<file path="src/rtl/sdram_pkg.sv">
// sdram_pkg -- shared types and default constants for the SDRAM refresh
// scheduler (refresh_sched and its m2_monitor sub-block).
//   refresh_state_t : scheduler FSM states IDLE -> REQ -> GAP -> IDLE
//   DEF_*           : default values for the refresh_sched parameters
package sdram_pkg;

  typedef enum logic [1:0] {
    IDLE = 2'd0,
    REQ  = 2'd1,
    GAP  = 2'd2
  } refresh_state_t;

  // 390 cycles at 50 MHz is one 7.8 us refresh slot
  localparam int DEF_INTERVAL   = 390;
  localparam int DEF_MAX_DEBT   = 8;
  localparam int DEF_M2_TIMEOUT = 1024;
  localparam int DEF_GAP        = 4;

endpackage

</file>
<file path="src/rtl/refresh_sched_m2_monitor.sv">
// m2_monitor -- brings the cartridge M2 pin into the clk domain, detects
// its falling edges and tracks whether M2 is still running.
// Ports:
//   clk, async_nreset : system clock, asynchronous active-low reset
//   m2                : raw M2 pin, asynchronous to clk
//   fall_pulse        : one-cycle registered pulse, 3 clk edges after the
//                       pin falls (2 sync flops + history compare)
//   alive             : high from a falling edge until M2_TIMEOUT cycles
//                       pass without another one
module m2_monitor #(
  parameter int M2_TIMEOUT = 1024
) (
  input  logic clk,
  input  logic async_nreset,
  input  logic m2,
  output logic fall_pulse,
  output logic alive
);

  localparam int WD_W = $clog2(M2_TIMEOUT + 1);

  logic            sync1_q, sync1_d;
  logic            sync2_q, sync2_d;
  logic            hist_q, hist_d;
  logic            fall_q, fall_d;
  logic            alive_q, alive_d;
  logic [WD_W-1:0] wd_q, wd_d;

  always_comb begin
    sync1_d = m2;
    sync2_d = sync1_q;
    hist_d  = sync2_q;
    fall_d  = hist_q & ~sync2_q;
    wd_d    = wd_q;
    alive_d = alive_q;
    // The watchdog parks at M2_TIMEOUT so it cannot wrap back into range
    if (fall_d) begin
      wd_d    = '0;
      alive_d = 1'b1;
    end else if (wd_q != WD_W'(M2_TIMEOUT)) begin
      wd_d = wd_q + WD_W'(1);
      if (wd_d == WD_W'(M2_TIMEOUT)) alive_d = 1'b0;
    end
  end

  // Sync flops reset high so a pin already low at release reads as a fall
  always_ff @(posedge clk or negedge async_nreset) begin
    if (!async_nreset) begin
      sync1_q <= 1'b1;
      sync2_q <= 1'b1;
      hist_q  <= 1'b1;
      fall_q  <= 1'b0;
      alive_q <= 1'b0;
      wd_q    <= '0;
    end else begin
      sync1_q <= sync1_d;
      sync2_q <= sync2_d;
      hist_q  <= hist_d;
      fall_q  <= fall_d;
      alive_q <= alive_d;
      wd_q    <= wd_d;
    end
  end

  assign fall_pulse = fall_q;
  assign alive      = alive_q;

endmodule

</file>
<file path="src/rtl/refresh_sched.sv">
// refresh_sched -- tracks SDRAM refreshes owed (one per INTERVAL cycles) and
// requests them from the controller, preferably right after an M2 falling
// edge (CPU bus idle), otherwise immediately when M2 is dead or the debt
// reaches MAX_DEBT.
// Ports:
//   clk, async_nreset : system clock, asynchronous active-low reset
//   m2                : raw cartridge M2 pin
//   refresh_req       : held high until the controller acks
//   refresh_ack       : one-cycle pulse when the refresh command issues
//   debt              : refreshes currently owed (saturates at MAX_DEBT)
//   m2_alive          : M2 edges are arriving within M2_TIMEOUT
//   overflow          : sticky, a refresh slot was lost at full debt
//   stat_total/stat_urgent : ack and urgent-request counters, present only
//                       when the REFRESH_STATS_EN macro is defined
module refresh_sched
  import sdram_pkg::*;
#(
  parameter int INTERVAL   = DEF_INTERVAL,
  parameter int MAX_DEBT   = DEF_MAX_DEBT,
  parameter int M2_TIMEOUT = DEF_M2_TIMEOUT,
  parameter int GAP        = DEF_GAP
) (
  input  logic                           clk,
  input  logic                           async_nreset,
  input  logic                           m2,
  output logic                           refresh_req,
  input  logic                           refresh_ack,
  output logic [$clog2(MAX_DEBT+1)-1:0]  debt,
  output logic                           m2_alive,
`ifdef REFRESH_STATS_EN
  output logic [15:0]                    stat_total,
  output logic [15:0]                    stat_urgent,
`endif
  output logic                           overflow
);

  localparam int DEBT_W = $clog2(MAX_DEBT + 1);
  localparam int CNT_W  = $clog2(INTERVAL + 1);
  localparam int GAP_W  = $clog2(GAP + 1);

  logic              fall_pulse;
  logic              alive;
  logic [CNT_W-1:0]  cnt_q, cnt_d;
  logic [DEBT_W-1:0] debt_q, debt_d;
  logic              ovf_q, ovf_d;
  logic              tick, ack_ok, urgent, start;
  refresh_state_t    state_q;
  logic              req_q;
  logic [GAP_W-1:0]  gap_q;

  m2_monitor #(.M2_TIMEOUT(M2_TIMEOUT)) u_m2_monitor (
    .clk          (clk),
    .async_nreset (async_nreset),
    .m2           (m2),
    .fall_pulse   (fall_pulse),
    .alive        (alive)
  );

  always_comb begin
    tick   = (cnt_q == CNT_W'(INTERVAL - 1));
    cnt_d  = tick ? '0 : cnt_q + CNT_W'(1);
    // Acks outside REQ are protocol errors and are ignored
    ack_ok = refresh_ack && (state_q == REQ);
    urgent = (debt_q == DEBT_W'(MAX_DEBT));
    debt_d = debt_q;
    ovf_d  = ovf_q;
    // A tick and a valid ack together cancel out, so nothing is lost
    if (tick && !ack_ok) begin
      if (urgent) ovf_d = 1'b1;
      else        debt_d = debt_q + DEBT_W'(1);
    end else if (ack_ok && !tick) begin
      debt_d = debt_q - DEBT_W'(1);
    end
    // M2 edges seen outside IDLE are simply dropped
    start = (state_q == IDLE) && (debt_q != '0) &&
            ((fall_pulse && alive) || !alive || urgent);
  end

  always_ff @(posedge clk or negedge async_nreset) begin
    if (!async_nreset) begin
      cnt_q  <= '0;
      debt_q <= '0;
      ovf_q  <= 1'b0;
    end else begin
      cnt_q  <= cnt_d;
      debt_q <= debt_d;
      ovf_q  <= ovf_d;
    end
  end

  // Request FSM; refresh_req is registered and high exactly while in REQ
  always_ff @(posedge clk or negedge async_nreset) begin
    if (!async_nreset) begin
      state_q <= IDLE;
      req_q   <= 1'b0;
      gap_q   <= '0;
    end else begin
      case (state_q)
        IDLE: begin
          if (start) begin
            state_q <= REQ;
            req_q   <= 1'b1;
          end
        end
        REQ: begin
          if (refresh_ack) begin
            state_q <= sdram_pkg::GAP;
            req_q   <= 1'b0;
            gap_q   <= '0;
          end
        end
        sdram_pkg::GAP: begin
          if (gap_q == GAP_W'(GAP - 1)) state_q <= IDLE;
          else                          gap_q   <= gap_q + GAP_W'(1);
        end
        default: begin
          state_q <= IDLE;
          req_q   <= 1'b0;
        end
      endcase
    end
  end

  assign refresh_req = req_q;
  assign debt        = debt_q;
  assign m2_alive    = alive;
  assign overflow    = ovf_q;

`ifdef REFRESH_STATS_EN
  logic [15:0] stat_total_q, stat_total_d;
  logic [15:0] stat_urgent_q, stat_urgent_d;

  always_comb begin
    stat_total_d  = stat_total_q  + (ack_ok ? 16'd1 : 16'd0);
    stat_urgent_d = stat_urgent_q + ((start && urgent) ? 16'd1 : 16'd0);
  end

  always_ff @(posedge clk or negedge async_nreset) begin
    if (!async_nreset) begin
      stat_total_q  <= '0;
      stat_urgent_q <= '0;
    end else begin
      stat_total_q  <= stat_total_d;
      stat_urgent_q <= stat_urgent_d;
    end
  end

  assign stat_total  = stat_total_q;
  assign stat_urgent = stat_urgent_q;
`endif

endmodule

</file>
<file path="config.mk">
export PLATFORM = sky130hd
export DESIGN_NAME = refresh_sched
export DESIGN_NICKNAME = d
export VERILOG_FILES = /design/src/rtl/sdram_pkg.sv /design/src/rtl/refresh_sched_m2_monitor.sv /design/src/rtl/refresh_sched.sv
export SDC_FILE = /design/constraint.sdc
export NUM_CORES = 1
export LEC_CHECK = 0
export CORE_ASPECT_RATIO = 1.2
export CORE_UTILIZATION = 58
export CTS_CLUSTER_SIZE = 20
export DETAILED_ROUTE_END_ITERATION = 16
export HOLD_SLACK_MARGIN = 0.05
export PLACE_DENSITY = 0.77
export SYNTH_ARGS = -nofsm -noshare
export SYNTH_HDL_FRONTEND = slang
export SYNTH_HIERARCHICAL = 1
export SYNTH_SLANG_ARGS = --single-unit
</file>
<file path="constraint.sdc">
create_clock -name clk -period 2.8 [get_ports clk]
set_input_delay 0.42 -clock clk [delete_from_list [all_inputs] [get_ports clk]]
set_output_delay 0.42 -clock clk [all_outputs]
set_load 0.05 [all_outputs]
</file>
==> run_results.csv, run 1 <==
group,metric,value,unit
route,drt_iter0_drc,24,
grt,grt.overflow.total,0,
run_status,status,"finished clean",
placement,dp_hpwl,2407,µm
cts,postCtsSetupBuffers,0,
logic_synthesis,ys_seq_elements,36,
route,drt-total-wl,3311,µm
logic_synthesis,avgSynthCellArea,10.72,µm²
pwr,p_leak,0.8817,nW
logic_synthesis,async_flop_share,100.0,%
route,avgViaCountPerCell,5.858,
route,wire_per_inst,14.65,µm
timing,layout_min_cycle_time,2.363,ns
cts,ctsLongestPathBuffers,2,
cts,cts-root-buf,"clkbuf_4",
logic_synthesis,yosys_warnings,6,
finish,nNetsFinal,202,
logic_synthesis,ys.flop_type,"dfrtp_1",
timing,tns,0,ns
route,first_pass_iters,4,
critical_path,r2r_cells,8,
grt,grtUsageTotal,22.31,%
timing,slew_violations,0,
critical_path,rrSetupSlack,0.44,ns
cts,cts.reportedPaths.clkPinSlew,0.11,ns
hold_path,min_to,"u_m2_monitor/hist_d",
timing,hold_viol_final,0,
finish,fillers,242,
logic_synthesis,synth_most_common_cell,"dfrtp_1",
cts,postCtsHoldBufs,0,
timing,grt_setup_unrepaired,"no",
hold_path,hold_path_depth,0,
timing,clock_skew,0.007375,ns
logic_synthesis,synthTopCellsByArea,"dfrtp_1 (44%), xnor2_1 (6.1%), ha_1 (5.4%)",
finish,area_growth,10.66,%
pwr,ir_drop,0.0005805,V
route,ant_nets,0,
floorplanning,initial_utilization,61.06,%
critical_path,rr_endpoint,"debt[3]",
timing,setup_viol,0,
critical_path,cp.arrival,2.62,ns
placement,dpl_cell_area,2006,µm²
cts,cts_tree,"yes",
finish,antennaDiodeCount,0,
timing,worst_pin_slew,0.8785,ns
hold_path,min_from,"u_m2_monitor/sync1_q",
critical_path,required,3.05,ns
placement,place_congestion,0.8499,
cts,cts_resized,0,
logic_synthesis,syn_inst,174,
timing,max_freq,423.1,MHz
cts,cts.sinks,36,
critical_path,end_kind,"register",
flow_run,maxCapViolations,0,
logic_synthesis,syn_area,1866,µm²
critical_path,crit-reg2reg-launch,"cnt_q[5]",
timing,whs,0.3611,ns
logic_synthesis,synth_top_area_cell,"dfrtp_1",
cts,clock_latency,0.33,ns
critical_path,critPathLaunchType,"register",
finish,fin_area,2064,µm²
pwr,finalPower,1.565,mW
floorplanning,die_area,3448,µm²
floorplanning,fp-row-count,22,
logic_synthesis,synth_top_area_share,44.27,%
critical_path,crit_type,"register to register",
hold_path,hp-class,"register to register",
finish,drive_gt1_share,12.63,%
floorplanning,die_x,53.77,µm
logic_synthesis,yosys-top-cells-count,"dfrtp_1 (33), nor2_1 (23), xnor2_1 (13)",
logic_synthesis,ys_types,48,
logic_synthesis,synth_fp_nets,187,
timing,period_share,84.41,%
critical_path,path_max_fanout,4,
route,drc_errors,0,
placement,port_buffers,10,
floorplanning,core_area,3055,µm²
grt,grt_max_degree,37,
logic_synthesis,yosysSeqAreaShare,48.49,%
floorplanning,die_h,64.13,µm
grt,grt_pass1_vias,1304,
route,vias,1324,
floorplanning,ios,11,
cts,cts_made_buffers,5,
grt,antenna_found_initial,0,
grt,grt_pass1_wl,5630,µm
logic_synthesis,synth_edf_count,0,
cts,htree_levels,2,
pwr,power_density,758.1,nW/µm²
timing,slew_headroom,40.61,%
-- critical path: stages (launching register included) --
cell and delay [ns]:
dfrtp_1 0.43, or4_4 0.58, nor2_2 0.13, nand2_1 0.12, ha_1 0.29, a21o_1 0.18, a21oi_1 0.17, mux2i_1 0.24
xnor2_1 0.14
-- layer usage --
layer / part of all wire [%] / global-route usage [%]
met5: 0 / 0
met4: 1.6 / 7.895
met1: 45 / 27.36
met2: 50 / 37.35
met3: 3.1 / 4.762
-- per-stage QoR --
step / worst slack [ns] / util [%] / instances
floorplan: 0.4371 / - / 174
global placement: 0.3265 / 65.64 / 218
detailed placement: 0.2479 / 65.64 / 218
CTS: 0.4319 / 67.57 / 226
global route: 0.3054 / 67.57 / 226
finish: 0.4365 / 67.57 / 226
-- worst max-delay path by stage --
stage | slack (ns) | to | start
4_1_cts | 0.43 | debt[3] | cnt_q[5]
6_report | 0.44 | debt[3] | cnt_q[5]
2_1_floorplan | 0.44 | debt[3] | cnt_q[5]
5_1_grt | 0.31 | debt[3] | cnt_q[5]
3_3_place_gp | 0.33 | debt[3] | refresh_ack
3_5_place_dp | 0.25 | debt[3] | refresh_ack
-- cell type report --
class	count	area (µm²)	area share, %
clock buffer	8	58.81	2.848
inverter	7	26.28	1.273
multi-input combinational	127	914.6	44.30
sequential	36	904.6	43.82
tap	36	45.04	2.182
timing repair buffer	12	115.1	5.576
-- logic make-up (layout without fill, tap and decap cells) --
logic type	count (synthesis)	after routing	synth area share, %
AO/OA/AOI/OAI	29	29	9.927
XOR/XNOR	17	17	7.981
adder cells (fa/ha/maj)	9	9	6.439
buffers and inverters	11	27	2.482
flip-flops	36	36	48.49
multiplexers	5	5	3.286
AND/OR/NAND/NOR	67	67	21.39
-- flip-flops by register name, indices dropped and copies added (netlist names) --
signal	cells
cnt_q	9
debt	4
gap_q	3
overflow	1
refresh_req	1
state_q	2
u_m2_monitor/alive	1
u_m2_monitor/fall_pulse	1
u_m2_monitor/hist_d	1
u_m2_monitor/hist_q	1
u_m2_monitor/sync1_q	1
u_m2_monitor/wd_q	11
-- where the power goes --
group	total [mW]	internal (mW)	switching, mW
logic	0.532	0.228	0.304
clock network	0.290	0.124	0.166
registers	0.743	0.612	0.130
-- cells in the final DEF (no fill, tap or decap), drive strengths merged, types with 2 or more instances in the layout --
cell type and count:
a21oi 9, a31oi 2, and2 2, and3 2
buf 2, clkbuf 8, clkdlybuf4s50 10, dfrtp 33
dfstp 3, ha 8, inv 7, mux2 3
mux2i 2, nand2 8, nand2b 3, nand3 7
nand4 4, nor2 25, nor2b 2, nor3 3
nor4b 2, o21ai 7, or3 2, or4 3
xnor2 13, xor2 4
Note: power is estimated with default switching activity, not from simulation.
==> inputs of run 2 (changes only) <==
==> constraint.sdc (replaced) <==
create_clock -name clk -period 2.3 [get_ports clk]
set_input_delay 0.345 -clock clk [delete_from_list [all_inputs] [get_ports clk]]
set_output_delay 0.345 -clock clk [all_outputs]
set_load 0.05 [all_outputs]
==> run 2 against run 1 <==
  * Critical path depth shrank 1
  * Clock skew grew 0.0028 ns
  * Die area is the same
  * Largest power group unchanged
  * Sequential cell count is the same
  * Sequential power grew 22%
  * Via count grew 2.4%
  * Highest routed layer unchanged
  * Cell count grew 4.9%
  * Register-to-register slack lost 0.37 ns
  * Critical path type unchanged
  * Worst setup slack lost 0.37 ns
  * Largest cell class unchanged
==> run_results.csv, run 2 (synthesized netlist as in run 1, its figures left out) <==
group,metric,value,unit
run_status,status,"finished clean",
finish,fin_area,2168,µm²
finish,final_common_cell,"dfrtp_1",
pwr,ir_drop,0.0006690,V
hold_path,hold_path_depth,0,
placement,port_buffers,10,
cts,clock_latency,0.34,ns
grt,grtUsageTotal,23.93,%
finish,nNetsFinal,213,
route,ant_nets,0,
route,drt-total-wl,3384,µm
floorplanning,die_h,64.13,µm
critical_path,end_kind,"register",
route,wl_met3,86,µm
timing,whs,0.3672,ns
critical_path,r2r_cells,7,
flow_run,maxCapViolations,0,
finish,regMostFlops,"u_m2_monitor/wd_q",
finish,fillers,233,
finish,utilization,70.97,%
route,avgViaCountPerCell,5.722,
finish,multi_input_area,938.4,µm²
floorplanning,die_area,3448,µm²
critical_path,rrSetupSlack,0.06,ns
critical_path,crit_chain,"or4_4 -> nor2_4 -> nand2_2 -> buf_4 -> fa_1 -> xor2_1 -> mux2_4",
floorplanning,ios,11,
cts,htree_levels,2,
finish,regArea,904.6,µm²
finish,antennaDiodeCount,0,
route,top_layer_used,"met4",
pwr,finalPower,1.927,mW
cts,cts.sinks,36,
critical_path,max_stage_delay,0.58,ns
floorplanning,initial_utilization,61.06,%
timing,hold_viol_final,0,
placement,dp_hpwl,2420,µm
cts,cts_tree,"yes",
finish,area_growth,16.23,%
timing,max_freq,447.1,MHz
critical_path,cp_slowest_cell,"or4_4",
critical_path,critPathLaunchType,"register",
cts,cts-root-buf,"clkbuf_4",
critical_path,required,2.54,ns
timing,setup_viol,0,
critical_path,crit_type,"register to register",
timing,clock_skew,0.01019,ns
grt,grt_pass1_wl,5878,µm
cts,cts_made_buffers,5,
critical_path,crit_family,"simple AND/OR/NAND/NOR gates",
timing,worst_pin_slew,0.6367,ns
hold_path,hp-class,"register to register",
hold_path,min_to,"u_m2_monitor/hist_d",
floorplanning,fp-row-count,22,
floorplanning,core_area,3055,µm²
placement,place_congestion,0.8206,
critical_path,rr_endpoint,"debt[2]",
critical_path,crit-reg2reg-launch,"cnt_q[6]",
route,wire_per_inst,14.28,µm
route,wl_met1,1495,µm
grt,grt.overflow.total,0,
finish,largest_reg_flops,11,
timing,period_share,97.24,%
grt,antenna_found_initial,0,
timing,slew_headroom,56.96,%
critical_path,critPathBufInv,1,
pwr,power_density,888.8,nW/µm²
placement,dpl_cell_area,2071,µm²
finish,mostFrequentLayoutCells,"dfrtp_1 (33), nor2_1 (23), xnor2_1 (13), buf_4 (13), clkdlybuf4s50_1 (10)",
grt,grt_max_degree,37,
grt,grt_pass1_vias,1351,
floorplanning,die_x,53.77,µm
critical_path,cp.arrival,2.48,ns
route,dr_wl_met2,1747,µm
route,drc_errors,0,
cts,postCtsHoldBufs,0,
route,drt_iter0_drc,29,
route,first_pass_iters,4,
hold_path,min_from,"u_m2_monitor/sync1_q",
pwr,p_leak,0.9364,nW
timing,slew_violations,0,
cts,ctsLongestPathBuffers,2,
route,vias,1356,
critical_path,path_max_fanout,3,
finish,drive_gt1_share,19.90,%
timing,layout_min_cycle_time,2.236,ns
cts,cts.reportedPaths.clkPinSlew,0.12,ns
## run 2: repair_timing
action,in CTS,in global routing
setup buffers,0,3
setup endpoints to repair,0,2
gates resized for setup,0,3
hold endpoints to repair,0,0
## run 2: how the worst max path moves through the flow
stage / startpoint / endpoint / slack (ns) / cells after the start
after floorplan: cnt_q[5] / debt[3] / 0.01 / 8
after global placement: refresh_ack / debt[3] / 0.05 / 9
after detailed placement: refresh_ack / debt[3] / -0.006 / 9
after CTS: cnt_q[6] / debt[3] / 0.03 / 8
after global routing: cnt_q[6] / debt[3] / -0.009 / 8
final: cnt_q[6] / debt[2] / 0.06 / 7
## run 2: metrics by stage
| stage | std cells | setup TNS (ns) | setup WS, ns |
|---|---|---|---|
| finish | 237 | 0 | 0.06353 |
| global route | 237 | -0.009097 | -0.009097 |
| CTS | 234 | 0 | 0.02887 |
| detailed placement | 226 | -0.006320 | -0.006320 |
| global placement | 226 | 0 | 0.04630 |
| floorplan | 174 | 0 | 0.01131 |
## run 2: area by class of cell
class                           instances  area share (%)
Timing Repair Buffer                   23           9.117
Tap cell                               36           2.077
Clock buffer                            5           1.731
Clock inverter                          3          0.8656
Sequential cell                        36           41.72
Inverter                                7           1.212
Multi-Input combinational cell        127           43.28
## run 2: report_power, final
| group | leakage [nW] | internal, mW | total, mW | switching (mW) |
|---|---|---|---|---|
| clock network | 0.0349 | 0.117 | 0.335 | 0.218 |
| registers | 0.447 | 0.745 | 0.910 | 0.165 |
| logic | 0.454 | 0.302 | 0.682 | 0.380 |
## run 2: worst reg2reg max path, stage by stage, from the launching register on
cell	delay, ns
dfrtp_1	0.42
or4_4	0.58
nor2_4	0.15
nand2_2	0.06
buf_4	0.15
fa_1	0.38
xor2_1	0.15
mux2_4	0.26
## run 2: layer usage
metal | GRT usage (%) | vias up
met3 | 4.286 | 7
met5 | 0 | -
met2 | 38.89 | 23
met1 | 29.55 | 661
li1 | - | 665
met4 | 11.84 | 0
